File: config.mk
export PLATFORM = sky130hd
export DESIGN_NAME = event_merge_control
export DESIGN_NICKNAME = d
export VERILOG_FILES = /design/src/rtl/event_merge_control.sv
export SDC_FILE = /design/constraint.sdc
export NUM_CORES = 1
export LEC_CHECK = 0
export BUFFER_PORTS_ARGS = -buffer_cell sky130_fd_sc_hd__buf_2
export CAP_MARGIN = 20
export CELL_PAD_IN_SITES_DETAIL_PLACEMENT = 1
export CELL_PAD_IN_SITES_GLOBAL_PLACEMENT = 2
export CORE_MARGIN = 4
export CORE_UTILIZATION = 28
export DETAILED_ROUTE_END_ITERATION = 6
export PLACE_DENSITY = 0.83
export SYNTH_ARGS = -nofsm -noshare
export SYNTH_HDL_FRONTEND = slang
export SYNTH_SLANG_ARGS = --single-unit
File: constraint.sdc
create_clock -name CLOCK -period 8 [get_ports CLOCK]
set_clock_uncertainty 0.05 [all_clocks]
set_input_delay 0.4 -clock CLOCK [delete_from_list [all_inputs] [get_ports CLOCK]]
set_output_delay 0.4 -clock CLOCK [all_outputs]
set_load 0.005 [all_outputs]
File: src/rtl/event_merge_control.sv
// event_merge_control: drains enabled channel FIFOs in order 0..N_CH-1 up to each end-event word,
// then writes one merged end-event word carrying the first channel's tag.
module event_merge_control #(
    parameter int N_CH    = 4,
    parameter int DATA_W  = 21,
    parameter int TIMEOUT = 1023
) (
    input  logic                   CLOCK,
    input  logic                   RESET,
    input  logic [N_CH-1:0]        CH_ENABLE,
    input  logic [N_CH-1:0]        IN_EMPTY,
    input  logic [N_CH*DATA_W-1:0] IN_DATA,
    output logic [N_CH-1:0]        IN_RE,
    input  logic                   OUT_FIFO_FULL,
    output logic                   OUT_FIFO_WE,
    output logic [DATA_W-1:0]      OUT_DATA,
    output logic [2:0]             SEL,
    output logic                   EVENT_DONE,
    output logic                   TAG_ERROR,
    output logic                   TIMEOUT_ERROR,
    input  logic                   CLEAR_ERR
);
    localparam logic [1:0] IDLE = 2'd0, XFER = 2'd1, NEXT = 2'd2, EMIT = 2'd3;
    localparam logic [9:0] TO_LAST = 10'(TIMEOUT - 1);

    logic [1:0]        state;
    logic [N_CH-1:0]   en_mask;
    logic [7:0]        tag;
    logic              tag_valid;
    logic [9:0]        wait_cnt;
    logic [DATA_W-1:0] head;
    logic              head_empty, head_ee, pop, timed_out, tag_mis, has_next;
    logic [2:0]        first_sel, next_sel;

    // descending scan so the last hit is the lowest qualifying channel
    always_comb begin
        head       = '0;
        head_empty = 1'b1;
        first_sel  = '0;
        next_sel   = '0;
        has_next   = 1'b0;
        IN_RE      = '0;
        for (int i = N_CH - 1; i >= 0; i--) begin
            if (SEL == 3'(i)) begin
                head       = IN_DATA[i*DATA_W +: DATA_W];
                head_empty = IN_EMPTY[i];
            end
            if (CH_ENABLE[i]) first_sel = 3'(i);
            if (en_mask[i] && 3'(i) > SEL) begin
                next_sel = 3'(i);
                has_next = 1'b1;
            end
        end
        for (int i = 0; i < N_CH; i++) IN_RE[i] = pop && SEL == 3'(i);
    end

    assign head_ee     = head[DATA_W-1];
    assign pop         = state == XFER && !head_empty && !OUT_FIFO_FULL;
    assign timed_out   = state == XFER && head_empty && wait_cnt == TO_LAST;
    assign tag_mis     = pop && head_ee && tag_valid && head[7:0] != tag;
    assign EVENT_DONE  = state == EMIT && !OUT_FIFO_FULL;
    assign OUT_FIFO_WE = (pop && !head_ee) || EVENT_DONE;
    assign OUT_DATA    = EVENT_DONE ? {1'b1, {(DATA_W-9){1'b0}}, tag} : (OUT_FIFO_WE ? head : '0);

    always_ff @(posedge CLOCK or negedge RESET) begin
        if (!RESET) begin
            state         <= IDLE;
            en_mask       <= '0;
            SEL           <= '0;
            tag           <= '0;
            tag_valid     <= 1'b0;
            wait_cnt      <= '0;
            TAG_ERROR     <= 1'b0;
            TIMEOUT_ERROR <= 1'b0;
        end else begin
            TAG_ERROR     <= tag_mis || (TAG_ERROR && !CLEAR_ERR);
            TIMEOUT_ERROR <= timed_out || (TIMEOUT_ERROR && !CLEAR_ERR);
            case (state)
                IDLE: begin
                    en_mask <= CH_ENABLE;
                    if (|CH_ENABLE) begin
                        SEL       <= first_sel;
                        tag       <= '0;
                        tag_valid <= 1'b0;
                        wait_cnt  <= '0;
                        state     <= XFER;
                    end
                end
                XFER: begin
                    wait_cnt <= pop ? '0 : (head_empty ? wait_cnt + 1'b1 : wait_cnt);
                    if (pop && head_ee && !tag_valid) begin
                        tag       <= head[7:0];
                        tag_valid <= 1'b1;
                    end
                    if ((pop && head_ee) || timed_out) state <= NEXT;
                end
                NEXT: begin
                    wait_cnt <= '0;
                    SEL      <= has_next ? next_sel : SEL;
                    state    <= has_next ? XFER : EMIT;
                end
                default: state <= OUT_FIFO_FULL ? EMIT : IDLE;
            endcase
        end
    end
endmodule

## After elaboration in Yosys (flattened, before gate mapping)

Index checks and enable logic that the tools add are counted.

- $add $sub $neg: 1
- Order comparisons: 4
- Equal/unequal tests: 13
- Multiplexer cells: 40
- Reduce and logical (&&, ||, !) cells: 39

Operator list:

| operator | count |
|---|---|
| $mux 21 | 6 |
| $mux 10 | 3 |
| $pmux 10 s3 | 1 |
| $mux 3 | 8 |
| $logic_and 1x1->1 | 20 |
| $mux 8 | 2 |
| $pmux 8 s2 | 1 |
| $mux 2 | 6 |
| $add 10x1->10 const B | 1 |
| $eq 10x10->1 const B | 1 |
| $mux 1 | 10 |
| $reduce_and 3->1 | 3 |
| $ne 8x8->1 | 1 |
| $eq 3x2->1 const B | 2 |
| $gt 1x3->1 const A | 2 |
| $gt 2x3->1 const A | 2 |
| $pmux 2 s3 | 1 |
| $pmux 3 s2 | 1 |
| $logic_not 1->1 | 5 |
| $eq 2x2->1 const B | 2 |
| $logic_or 1x1->1 | 4 |
| $ne 2x1->1 const B | 2 |
| $ne 2x2->1 const B | 2 |
| $reduce_bool 2->1 | 2 |
| other kinds (9) | 9 |

- Bits in registers: 30
- Input bits: 96
- Output and inout bits: 32
- Logic and storage cells: 105

## Logic depth before layout (Yosys ltp)

Gate-level depths: netlist of run 1.

- Depth after elaboration: 12
- Gate-level depth with buffers: 9
- Depth with buffers taken out: 7

## Least setup slack after synthesis of run 1

Ideal clock, no wire load.

- Kind: register to register
- Start point: reg SEL[0]
- End point: reg tag[0]
- Setup time: 0.123 ns
- Path buffers: 4
- Clock period less this slack: 2.703 ns
- Required time: 7.827 ns
- Data arrival time: 2.530 ns
- Stages on the path, launching flop included: 10
- Setup slack: 5.297 ns
- Cell sequence: dfrtp_1 -> buf_6 -> mux4_2 -> or3_1 -> clkbuf_2 -> or4b_4 -> buf_6 -> a21o_1 -> buf_6 -> o2bb2ai_1

- Longest elaborated chain between the ends: 12
- Elaborated cells between the ends (all ways): 21
- Those cells by class: eq/ne (4); mux (10); reduce/logical (7)

RTL lines:

| what | RTL line | text |
|---|---|---|
| start, declared | 17 | `output logic [2:0] SEL,` |
| start signal, assigned | 82 | `SEL <= first_sel;` |
| start signal, assigned | 99 | `SEL <= has_next ? next_sel : SEL;` |
| $eq 3x2->1 | 44 | `if (SEL == 3'(i)) begin` |
| $mux 1 (4 in series) | 44 |  |
| $logic_not 1->1 | 58 | `assign pop = state == XFER && !head_empty && !OUT_FIFO_FULL;` |
| $logic_and 1x1->1 (2 in series) | 58 |  |
| $logic_and 1x1->1 (2 in series) | 91 | `if (pop && head_ee && !tag_valid) begin` |
| $ne 2x1->1 (no line) | -- |  |
| $reduce_and 3->1 (no line) | -- |  |
| end signal, assigned | 92 | `tag <= head[7:0];` |
| end, declared | 28 | `logic [7:0] tag;` |

Several ways; a longest one is shown, not always the timed one. The select of a mux whose other input is x is not followed.
A chain may end at the register's enable or synchronous reset.

## Worst setup path after layout of run 1

- Start point: reg SEL[0]
- End point: out OUT_DATA[1]

- Longest elaborated chain between the ends: 12
- Elaborated cells between the ends (all ways): 20
- Those cells by class: eq/ne (3); mux (10); reduce/logical (7)

RTL lines:

| what | RTL line | text |
|---|---|---|
| $eq 3x2->1 | 44 |  |
| $mux 1 (4 in series) | 44 |  |
| $logic_not 1->1 | 58 |  |
| $logic_and 1x1->1 (2 in series) | 58 |  |
| $logic_and 1x1->1 | 62 | `assign OUT_FIFO_WE = (pop && !head_ee) \|\| EVENT_DONE;` |
| $logic_or 1x1->1 | 62 |  |
| $mux 21 * (2 in series) | 63 | `assign OUT_DATA = EVENT_DONE ? {1'b1, {(DATA_W-9){1'b0}}, tag} : (OUT_FIFO_WE ? head : '0);` |
| end, declared | 16 | `output logic [DATA_W-1:0] OUT_DATA,` |

Every way passes the cells marked *; elsewhere a longest branch is shown, timed or not.

==> results.rst, run 1 <==
.. list-table::
   :header-rows: 1

   * - Metric
     - Value
   * - Starting utilization of the core area
     - 0.286
   * - Power per cell area
     - 279 mW/mm^2
   * - Crit path launch type
     - register
   * - Class of the most critical setup path
     - reg -> out
   * - Standby leakage power
     - 1.46 nW
   * - Cells after Synth
     - 250
   * - Count of endpoints failing hold in the final timing report
     - 0
   * - Area growth from synthesis to layout
     - 29.6%
   * - Max Clock Freq
     - 316 MHz
   * - WL final
     - 7.90 mm
   * - GRT Util Overall
     - 0.147
   * - Cell variety after synth
     - 42
   * - Total instance count after detailed placement
     - 466
   * - Vias per std cell
     - 5.02
   * - Average detailed-routed wire length per instance
     - 16.8 um
   * - Via count
     - 2359
   * - Placed wire-length estimate after detailed placement
     - 6.27 mm
   * - DRC violation total after the first TritonRoute iteration
     - 58
   * - Global-route wire length before repair
     - 12.5 mm
   * - Part of the Yosys area used for sequential elements
     - 0.283
   * - Maximum fanout along the worst path
     - 44
   * - Final hold slack
     - 0.0923 ns
   * - Most area-hungry cell type in the Yosys netlist
     - sky130_fd_sc_hd__dfrtp_1
   * - Max-cap violation count
     - 0
   * - Unrepaired setup endpoints after global routing
     - false
   * - DIE AREA
     - 0.0104 sq mm
   * - Synthesis Warnings
     - 0
   * - Clock root buffer
     - sky130_fd_sc_hd__clkbuf_8
   * - Critical Path AT
     - 2.71 ns
   * - CP max stage cell
     - sky130_fd_sc_hd__mux4_2
   * - TritonCTS clock tree
     - built
   * - Remaining design rule violation count
     - 0
   * - Type of the tightest min-delay check
     - in -> async
   * - H-tree depth
     - 1
   * - Hold buffer count at CTS
     - 0
   * - Transition time at the pin with the least slew margin
     - 0.789 ns
   * - Die height
     - 102 um
   * - Max Slew Vio Count
     - 0
   * - Worst Setup End Kind
     - output pin
   * - Core area
     - 0.00868 sq mm
   * - TritonCTS buffer count
     - 3
   * - Maximum number of pins on one net before global-route repair
     - 46
   * - Proportion of register bits with asynchronous set or reset after synthesis
     - 1.00
   * - Most frequent cells in the layout
     - sky130_fd_sc_hd__buf_2 (126), sky130_fd_sc_hd__dfrtp_1 (27), sky130_fd_sc_hd__nand2_1 (23)
   * - Layout net count
     - 461
   * - Gp weighted congestion
     - 0.753
   * - Outcome
     - completed
   * - Clock transition at the registers of the reported paths
     - 0.09 ns
   * - Port buffer count
     - 126
   * - Antenna-violating nets left
     - 0
   * - Chip Width
     - 102 um
   * - Count of TritonRoute iterations in the first routing pass
     - 4
   * - Number of global-route vias before repair
     - 2511
   * - Resized Gates After CTS
     - 0
   * - Number of nets produced by synthesis
     - 348
   * - Critical path cell sequence
     - buf_4 > mux4_2 > or2_2 > o21ai_0 > buf_2
   * - Post-layout minimum cycle time
     - 3.16 ns
   * - Register bit count reported by yosys
     - 28
   * - Post-route fraction of the period consumed by the critical path
     - 0.396
   * - Number of buffers inserted by post-CTS setup repair
     - 0
   * - Buffer depth of the longest clock path
     - 2
   * - Top area cells in the synthesized netlist
     - sky130_fd_sc_hd__dfrtp_1 (28%), sky130_fd_sc_hd__mux4_2 (15%), sky130_fd_sc_hd__mux4_1 (5.3%), sky130_fd_sc_hd__mux2_2 (5.0%), sky130_fd_sc_hd__xnor2_1 (4.9%)
   * - Final setup vio count
     - 0
   * - Layout cell share with drive strength beyond 1
     - 0.459
   * - Antenna violations before repair
     - 0
   * - Commonest register cell after synthesis
     - sky130_fd_sc_hd__dfrtp_1
   * - Crit path largest cell delay
     - 0.62 ns
   * - Final cell count without fillers
     - 470
   * - IR Drop Worst-Case VDD
     - 130 uV
   * - Inserted Diodes
     - 0
   * - Grt ovf
     - 0
   * - Clk Latency, worst-skew pair
     - 0.27 ns
   * - Crit path required time
     - 7.55 ns
   * - Slew Limit Headroom
     - 0.472
   * - Number of sinks on the clock net
     - 28
   * - Number of flops mapped to enable cells by yosys
     - 0
   * - Placement row count
     - 34
   * - Number of buffer and inverter stages on the critical path
     - 2
   * - Cell area after technology mapping
     - 0.00248 sq mm
   * - Top delay family on crit path
     - buffers and inverters
   * - Most frequent standard cell in the layout excluding fill and tap cells
     - sky130_fd_sc_hd__buf_2
   * - Setup tns final
     - 0 ns
   * - Top-level I/O count
     - 128
   * - Post-Synthesis Mean Instance Area
     - 9.91 sq um
   * - Share of the synthesized area in the top cell type
     - 0.283
==> through the flow <==
stage / total power, mW / utilization / cell area, sq um / worst slack [ns]
3_5_place_dp: 0.822 / 0.364 / 3160 / 5.08
4_1_cts: 0.913 / 0.370 / 3210 / 4.78
2_1_floorplan: 0.675 / - / 2480 / 5.30
3_3_place_gp: 0.802 / 0.364 / 3160 / 5.22
6_report: 0.898 / 0.370 / 3210 / 4.84
5_1_grt: 0.984 / 0.370 / 3210 / 4.59
==> state kept, by name, indices dropped and copies added, names as in the netlist <==
name	count
wait_cnt	10
tag	8
en_mask	3
SEL	2
state	2
TAG_ERROR	1
TIMEOUT_ERROR	1
tag_valid	1
==> worst paths after layout <==
path	start	endpoint	slack, ns	cells after the start
max in group asynchronous	RESET	SEL[0]	7.34	1
hold reg to reg	en_mask[2]	en_mask[2]	0.48	1
hold / removal	RESET	tag[4]	0.09	1
setup reg to reg	SEL[0]	tag[2]	5.33	5
setup / recovery	SEL[0]	OUT_DATA[1]	4.84	5
min in group CLOCK	CLEAR_ERR	TIMEOUT_ERROR	0.30	2
==> cell usage after synthesis (5+ instances only) <==
library cell                instances
sky130_fd_sc_hd__dfrtp_1           28
sky130_fd_sc_hd__nand2_1           23
sky130_fd_sc_hd__o21ai_0           22
sky130_fd_sc_hd__nor2_1            19
sky130_fd_sc_hd__mux4_2            17
sky130_fd_sc_hd__xnor2_1           14
sky130_fd_sc_hd__nor2b_1           13
sky130_fd_sc_hd__clkbuf_1          11
sky130_fd_sc_hd__mux2_2            11
sky130_fd_sc_hd__mux2i_1           10
sky130_fd_sc_hd__o2bb2ai_1          8
sky130_fd_sc_hd__a21oi_1            7
sky130_fd_sc_hd__inv_1              6
sky130_fd_sc_hd__a211oi_1           5
sky130_fd_sc_hd__mux4_1             5
sky130_fd_sc_hd__nand4_1            5
sky130_fd_sc_hd__nor3_1             5
==> cell families after synthesis <==
logic type      share of synthesized area
mux                                 0.298
xor+xnor                           0.0495
fa+ha+maj                          0.0101
simple gates                        0.168
flops                               0.283
compound gates                      0.139
buf+inv                            0.0510
other cells                       0.00151
==> cell type report <==
| type | instances | area, sq um |
|---|---|---|
| Tap cell | 108 | 135 |
| Multi-Input combinational cell | 196 | 1650 |
| Timing Repair Buffer | 128 | 646 |
| Fill cell | 1058 | 5470 |
| Inverter | 6 | 22.5 |
| Sequential cell | 28 | 702 |
| Clock buffer | 4 | 55.1 |
==> metal layers <==
layer / global-route usage / share of wire / up-vias
li1: - / - / 1151
met1: 0.190 / 0.41 / 1151
met2: 0.265 / 0.52 / 55
met3: 0.0246 / 0.065 / 2
met4: 0.0182 / 0.0032 / 0
met5: 0 / 0 / -
==> power breakdown <==
part	total [mW]	leakage, nW	switching [mW]	internal, mW
logic	0.566	1.06	0.279	0.287
clock network	0.0882	0.0288	0.0441	0.0441
registers	0.243	0.364	0.0555	0.188
No activity file was read; power rests on OpenSTA's default activity.
==> inputs of run 2 (changes only) <==
--- a/config.mk
+++ b/config.mk
@@ -10,9 +10,9 @@
 export CELL_PAD_IN_SITES_DETAIL_PLACEMENT = 1
 export CELL_PAD_IN_SITES_GLOBAL_PLACEMENT = 2
 export CORE_MARGIN = 4
-export CORE_UTILIZATION = 28
+export CORE_UTILIZATION = 26
 export DETAILED_ROUTE_END_ITERATION = 6
-export PLACE_DENSITY = 0.83
+export PLACE_DENSITY = 0.78
 export SYNTH_ARGS = -nofsm -noshare
 export SYNTH_HDL_FRONTEND = slang
 export SYNTH_SLANG_ARGS = --single-unit
==> constraint.sdc (replaced) <==
create_clock -name CLOCK -period 3.3 [get_ports CLOCK]
set_clock_uncertainty 0.05 [all_clocks]
set_input_delay 0.165 -clock CLOCK [delete_from_list [all_inputs] [get_ports CLOCK]]
set_output_delay 0.165 -clock CLOCK [all_outputs]
set_load 0.005 [all_outputs]
==> results.rst, run 2 (synthesis gave the netlist of run 1 again) <==
.. list-table::
   :header-rows: 1

   * - Metric
     - Value
   * - Gp weighted congestion
     - 0.772
   * - H-tree depth
     - 1
   * - Post-route fraction of the period consumed by the critical path
     - 0.890
   * - Max-cap violation count
     - 0
   * - Class of the most critical setup path
     - reg -> out
   * - Global-route wire length before repair
     - 13.4 mm
   * - Setup tns final
     - 0 ns
   * - Worst Setup End Kind
     - output pin
   * - Power per cell area
     - 671 mW/mm^2
   * - Count of endpoints failing hold in the final timing report
     - 0
   * - Remaining design rule violation count
     - 0
   * - Post-layout minimum cycle time
     - 2.94 ns
   * - Average detailed-routed wire length per instance
     - 16.9 um
   * - WL final
     - 8.31 mm
   * - Clock transition at the registers of the reported paths
     - 0.10 ns
   * - Count of TritonRoute iterations in the first routing pass
     - 4
   * - Chip Width
     - 106 um
   * - Top-level I/O count
     - 128
   * - Crit path launch type
     - register
   * - Maximum fanout along the worst path
     - 44
   * - Port buffer count
     - 126
   * - DIE AREA
     - 0.0112 sq mm
   * - Final critical-path setup slack
     - 0.363 ns
   * - Crit path required time
     - 3.08 ns
   * - TritonCTS clock tree
     - built
   * - Critical Path AT
     - 2.72 ns
   * - Vias per std cell
     - 4.81
   * - Top Registers
     - wait_cnt: 10 flops, tag: 8 flops, en_mask: 3 flops
   * - Placement row count
     - 35
   * - Crit path largest cell delay
     - 0.63 ns
   * - Max Slew Vio Count
     - 0
   * - Placed wire-length estimate after detailed placement
     - 6.62 mm
   * - Layout net count
     - 463
   * - Via count
     - 2369
   * - Antenna violations before repair
     - 0
   * - Most frequent standard cell in the layout excluding fill and tap cells
     - sky130_fd_sc_hd__buf_2
   * - Critical path cell sequence
     - buf_4 > mux4_2 > or2_2 > o21ai_0 > buf_2
   * - Type of the tightest min-delay check
     - in -> reg
   * - GRT Util Overall
     - 0.145
   * - Flip-flop count of the largest register, all copies and words added
     - 10
   * - Clock root buffer
     - sky130_fd_sc_hd__clkbuf_8
   * - Starting utilization of the core area
     - 0.268
   * - Resized Gates After CTS
     - 0
   * - Clk Latency, worst-skew pair
     - 0.28 ns
   * - Utilization after layout
     - 0.352
   * - Maximum number of pins on one net before global-route repair
     - 46
   * - Number of sinks on the clock net
     - 28
   * - IR Drop Worst-Case VDD
     - 301 uV
   * - Standby leakage power
     - 1.47 nW
   * - TritonCTS buffer count
     - 3
   * - Power after layout
     - 2.19 mW
   * - Area growth from synthesis to layout
     - 31.3%
   * - Hold buffer count at CTS
     - 1
   * - Buffer depth of the longest clock path
     - 2
   * - Max Clock Freq
     - 340 MHz
   * - Outcome
     - completed
   * - Final setup vio count
     - 0
   * - Layout cell share with drive strength beyond 1
     - 0.459
   * - Top register by number of flip-flops
     - wait_cnt
   * - Final hold slack
     - 0.0562 ns
   * - Transition time at the pin with the least slew margin
     - 0.835 ns
   * - Grt ovf
     - 0
   * - Unrepaired setup endpoints after global routing
     - false
   * - DRC violation total after the first TritonRoute iteration
     - 82
   * - Number of global-route vias before repair
     - 2606
   * - Number of buffers inserted by post-CTS setup repair
     - 0
   * - Die height
     - 106 um
   * - Inserted Diodes
     - 0
   * - Core area
     - 0.00924 sq mm
   * - CP max stage cell
     - sky130_fd_sc_hd__mux4_2
   * - Setup Slack @ Placement
     - 0.615 ns
   * - Slew Limit Headroom
     - 0.441
   * - Most frequent cells in the layout
     - sky130_fd_sc_hd__buf_2 (126), sky130_fd_sc_hd__dfrtp_1 (27), sky130_fd_sc_hd__nand2_1 (23)
   * - Antenna-violating nets left
     - 0
run 2: per-stage QoR:
stage                     instances  cell area [sq um]
after floorplan                 250               2480
after global placement          488               3190
after detailed placement        488               3190
after CTS                       493               3260
after global routing            493               3260
final                           493               3260
run 2: worst paths after layout:
| path | cells past startpoint | end | from | slack, ns |
|---|---|---|---|---|
| setup / recovery | 5 | OUT_DATA[0] | SEL[0] | 0.36 |
| hold / removal | 2 | TAG_ERROR | CLEAR_ERR | 0.06 |
| setup reg to reg | 5 | tag[6] | SEL[0] | 0.68 |
| hold reg to reg | 1 | en_mask[2] | en_mask[2] | 0.48 |
| max in group asynchronous | 2 | SEL[0] | RESET | 2.30 |
| min in group asynchronous | 2 | tag[2] | RESET | 0.43 |
run 2: area by class of cell:
| class | count | area, sq um |
|---|---|---|
| clock buffers | 4 | 55.1 |
| well taps | 129 | 161 |
| flip-flops and latches | 28 | 702 |
| inverters | 6 | 22.5 |
| fillers | 1112 | 5980 |
| repair buffers | 130 | 663 |
| multi-input cells | 196 | 1650 |
run 2: per-layer routing:
| metal | up-vias | routed length, um | share of wire | global-route usage |
|---|---|---|---|---|
| met3 | 7 | 340 | 0.041 | 0.0269 |
| met1 | 1157 | 3540 | 0.43 | 0.178 |
| met5 | - | 0 | 0 | 0 |
| met2 | 50 | 4370 | 0.53 | 0.266 |
| met4 | 0 | 69 | 0.0083 | 0.0250 |
| li1 | 1155 | - | - | - |
run 2: where the power goes:
part / switching, mW / leakage [nW] / internal, mW
clock: 0.107 / 0.0288 / 0.107
sequential: 0.130 / 0.364 / 0.455
combinational: 0.679 / 1.07 / 0.707
run 2: worst max-delay path: cells and delay by family (launching register included):
| kind | cells | cell delay (ns) |
|---|---|---|
| flops | 1 | 0.38 |
| simple gates | 1 | 0.47 |
| mux | 1 | 0.63 |
| compound gates | 1 | 0.26 |
| buf+inv | 2 | 0.69 |
==> inputs of run 3 (changes only) <==
==> constraint.sdc (replaced) <==
create_clock -name CLOCK -period 3.3 [get_ports CLOCK]
set_clock_uncertainty 0.05 [all_clocks]
set_input_delay 0.165 -clock CLOCK [delete_from_list [all_inputs] [get_ports CLOCK]]
set_output_delay 0.165 -clock CLOCK [all_outputs]
set_load 0.02 [all_outputs]
==> results.rst, run 3 (synthesis gave the netlist of run 1 again) <==
.. list-table::
   :header-rows: 1

   * - Metric
     - Value
   * - Die height
     - 106 um
   * - Number of sinks on the clock net
     - 28
   * - Switching pwr
     - 1.02 mW
   * - Global-route wire length before repair
     - 13.2 mm
   * - Count of endpoints failing hold in the final timing report
     - 0
   * - Count of TritonRoute iterations in the first routing pass
     - 4
   * - Layout cell share with drive strength beyond 1
     - 0.459
   * - Design internal power
     - 1.33 mW
   * - Transition time at the pin with the least slew margin
     - 0.733 ns
   * - Final hold slack
     - 0.0566 ns
   * - Top-level I/O count
     - 128
   * - Final setup vio count
     - 0
   * - Chip Width
     - 106 um
   * - DIE AREA
     - 0.0112 sq mm
   * - Antenna-violating nets left
     - 0
   * - Vias per std cell
     - 4.90
   * - Unrepaired setup endpoints after global routing
     - false
   * - Switching share of power
     - 0.435
   * - Core area
     - 0.00924 sq mm
   * - Placement row count
     - 35
   * - Remaining design rule violation count
     - 0
   * - Maximum fanout along the worst path
     - 44
   * - TritonCTS clock tree
     - built
   * - Max Slew Vio Count
     - 0
   * - Average detailed-routed wire length per instance
     - 16.9 um
   * - Buffer depth of the longest clock path
     - 2
   * - Clk Latency, worst-skew pair
     - 0.28 ns
   * - Inserted Diodes
     - 0
   * - Number of global-route vias before repair
     - 2588
   * - CP max stage cell
     - sky130_fd_sc_hd__mux4_2
   * - Slew Limit Headroom
     - 0.509
   * - Standby leakage power
     - 1.47 nW
   * - Clock root buffer
     - sky130_fd_sc_hd__clkbuf_8
   * - Area growth from synthesis to layout
     - 32.0%
   * - Most frequent standard cell in the layout excluding fill and tap cells
     - sky130_fd_sc_hd__buf_2
   * - Most frequent cells in the layout
     - sky130_fd_sc_hd__buf_2 (126), sky130_fd_sc_hd__dfrtp_1 (27), sky130_fd_sc_hd__nand2_1 (23)
   * - Top delay family on crit path
     - buffers and inverters
   * - Starting utilization of the core area
     - 0.268
   * - Resized Gates After CTS
     - 0
   * - IR Drop Worst-Case VDD
     - 355 uV
   * - Crit path largest cell delay
     - 0.62 ns
   * - Flip-flop count of the largest register, all copies and words added
     - 10
   * - Power per cell area
     - 717 mW/mm^2
   * - Gp weighted congestion
     - 0.780
   * - Max-cap violation count
     - 0
   * - Share of total power in combinational logic
     - 0.634
   * - Layout net count
     - 463
   * - Post-layout minimum cycle time
     - 2.98 ns
   * - Antenna violations before repair
     - 0
   * - Top register by number of flip-flops
     - wait_cnt
   * - Class of the most critical setup path
     - reg -> out
   * - Proportion of power drawn by flip-flops and latches
     - 0.250
   * - TritonCTS buffer count
     - 3
   * - H-tree depth
     - 1
   * - Worst Setup End Kind
     - output pin
   * - Post-route fraction of the period consumed by the critical path
     - 0.904
   * - Number of buffers inserted by post-CTS setup repair
     - 0
   * - Grt ovf
     - 0
   * - DRC violation total after the first TritonRoute iteration
     - 65
   * - Via count
     - 2414
   * - Placed wire-length estimate after detailed placement
     - 6.70 mm
   * - Post-detailed-placement cell area
     - 0.00319 sq mm
   * - Total instance count after detailed placement
     - 488
   * - Share of total power in the clock network
     - 0.115
   * - Post-route cell area
     - 0.00327 sq mm
   * - Maximum number of pins on one net before global-route repair
     - 46
   * - Final cell count without fillers
     - 493
   * - Type of the tightest min-delay check
     - in -> reg
   * - Clock transition at the registers of the reported paths
     - 0.10 ns
   * - WL final
     - 8.32 mm
   * - Crit path launch type
     - register
   * - Max Clock Freq
     - 335 MHz
   * - Number of buffer and inverter stages on the critical path
     - 2
   * - Port buffer count
     - 126
   * - Top Registers
     - wait_cnt: 10 flops, tag: 8 flops, en_mask: 3 flops
   * - Crit path required time
     - 3.08 ns
   * - Setup tns final
     - 0 ns
   * - GRT Util Overall
     - 0.145
   * - Outcome
     - completed
   * - Critical Path AT
     - 2.77 ns
   * - Critical path cell sequence
     - buf_4 > mux4_2 > or2_2 > o21ai_0 > buf_2
[run 3: per-layer routing]
metal  share of wire  track usage  vias up
met4           0.017       0.0352        0
li1                -            -     1154
met3           0.054       0.0331       12
met5               0            0        -
met2            0.53        0.263       65
met1            0.40        0.172     1183
[run 3: final cells by class]
class | instances | area (sq um)
flip-flops and latches | 28 | 702
inverters | 6 | 22.5
multi-input cells | 196 | 1650
fillers | 1106 | 5970
clock buffers | 3 | 41.3
well taps | 129 | 161
repair buffers | 130 | 663
clock inverters | 1 | 30.0
[run 3: power by group through the flow]
stage	Combinational (mW)	Sequential [mW]	Clock, mW
detailed placement	1.51	0.595	0
finish	1.49	0.587	0.271
CTS	1.52	0.589	0.282
global route	1.64	0.608	0.298
floorplan	1.18	0.554	0
global placement	1.48	0.587	0
[run 3: path summary, 6_finish.rpt]
kind	start	endpoint	slack, ns	cells after the start
max	SEL[0]	OUT_DATA[0]	0.32	5
min	CLEAR_ERR	TAG_ERROR	0.06	2
min reg2reg	en_mask[1]	en_mask[1]	0.48	1
min in group asynchronous	RESET	tag[7]	0.45	2
max in group asynchronous	RESET	SEL[0]	2.29	2
max reg2reg	SEL[0]	tag[5]	0.67	5
[run 3: repair_timing]
action                                 4_1_cts  5_1_grt
setup endpoints to repair                    0        0
endpoints found under the hold margin       28        0
hold buffers                                 1        0
[run 3: stage by stage]
step	setup slack (ns)	power, mW	util
2_1_floorplan	0.478	1.73	-
3_3_place_gp	0.680	2.07	0.345
3_5_place_dp	0.578	2.11	0.345
4_1_cts	0.264	2.39	0.354
5_1_grt	0.0756	2.55	0.354
6_report	0.317	2.35	0.354
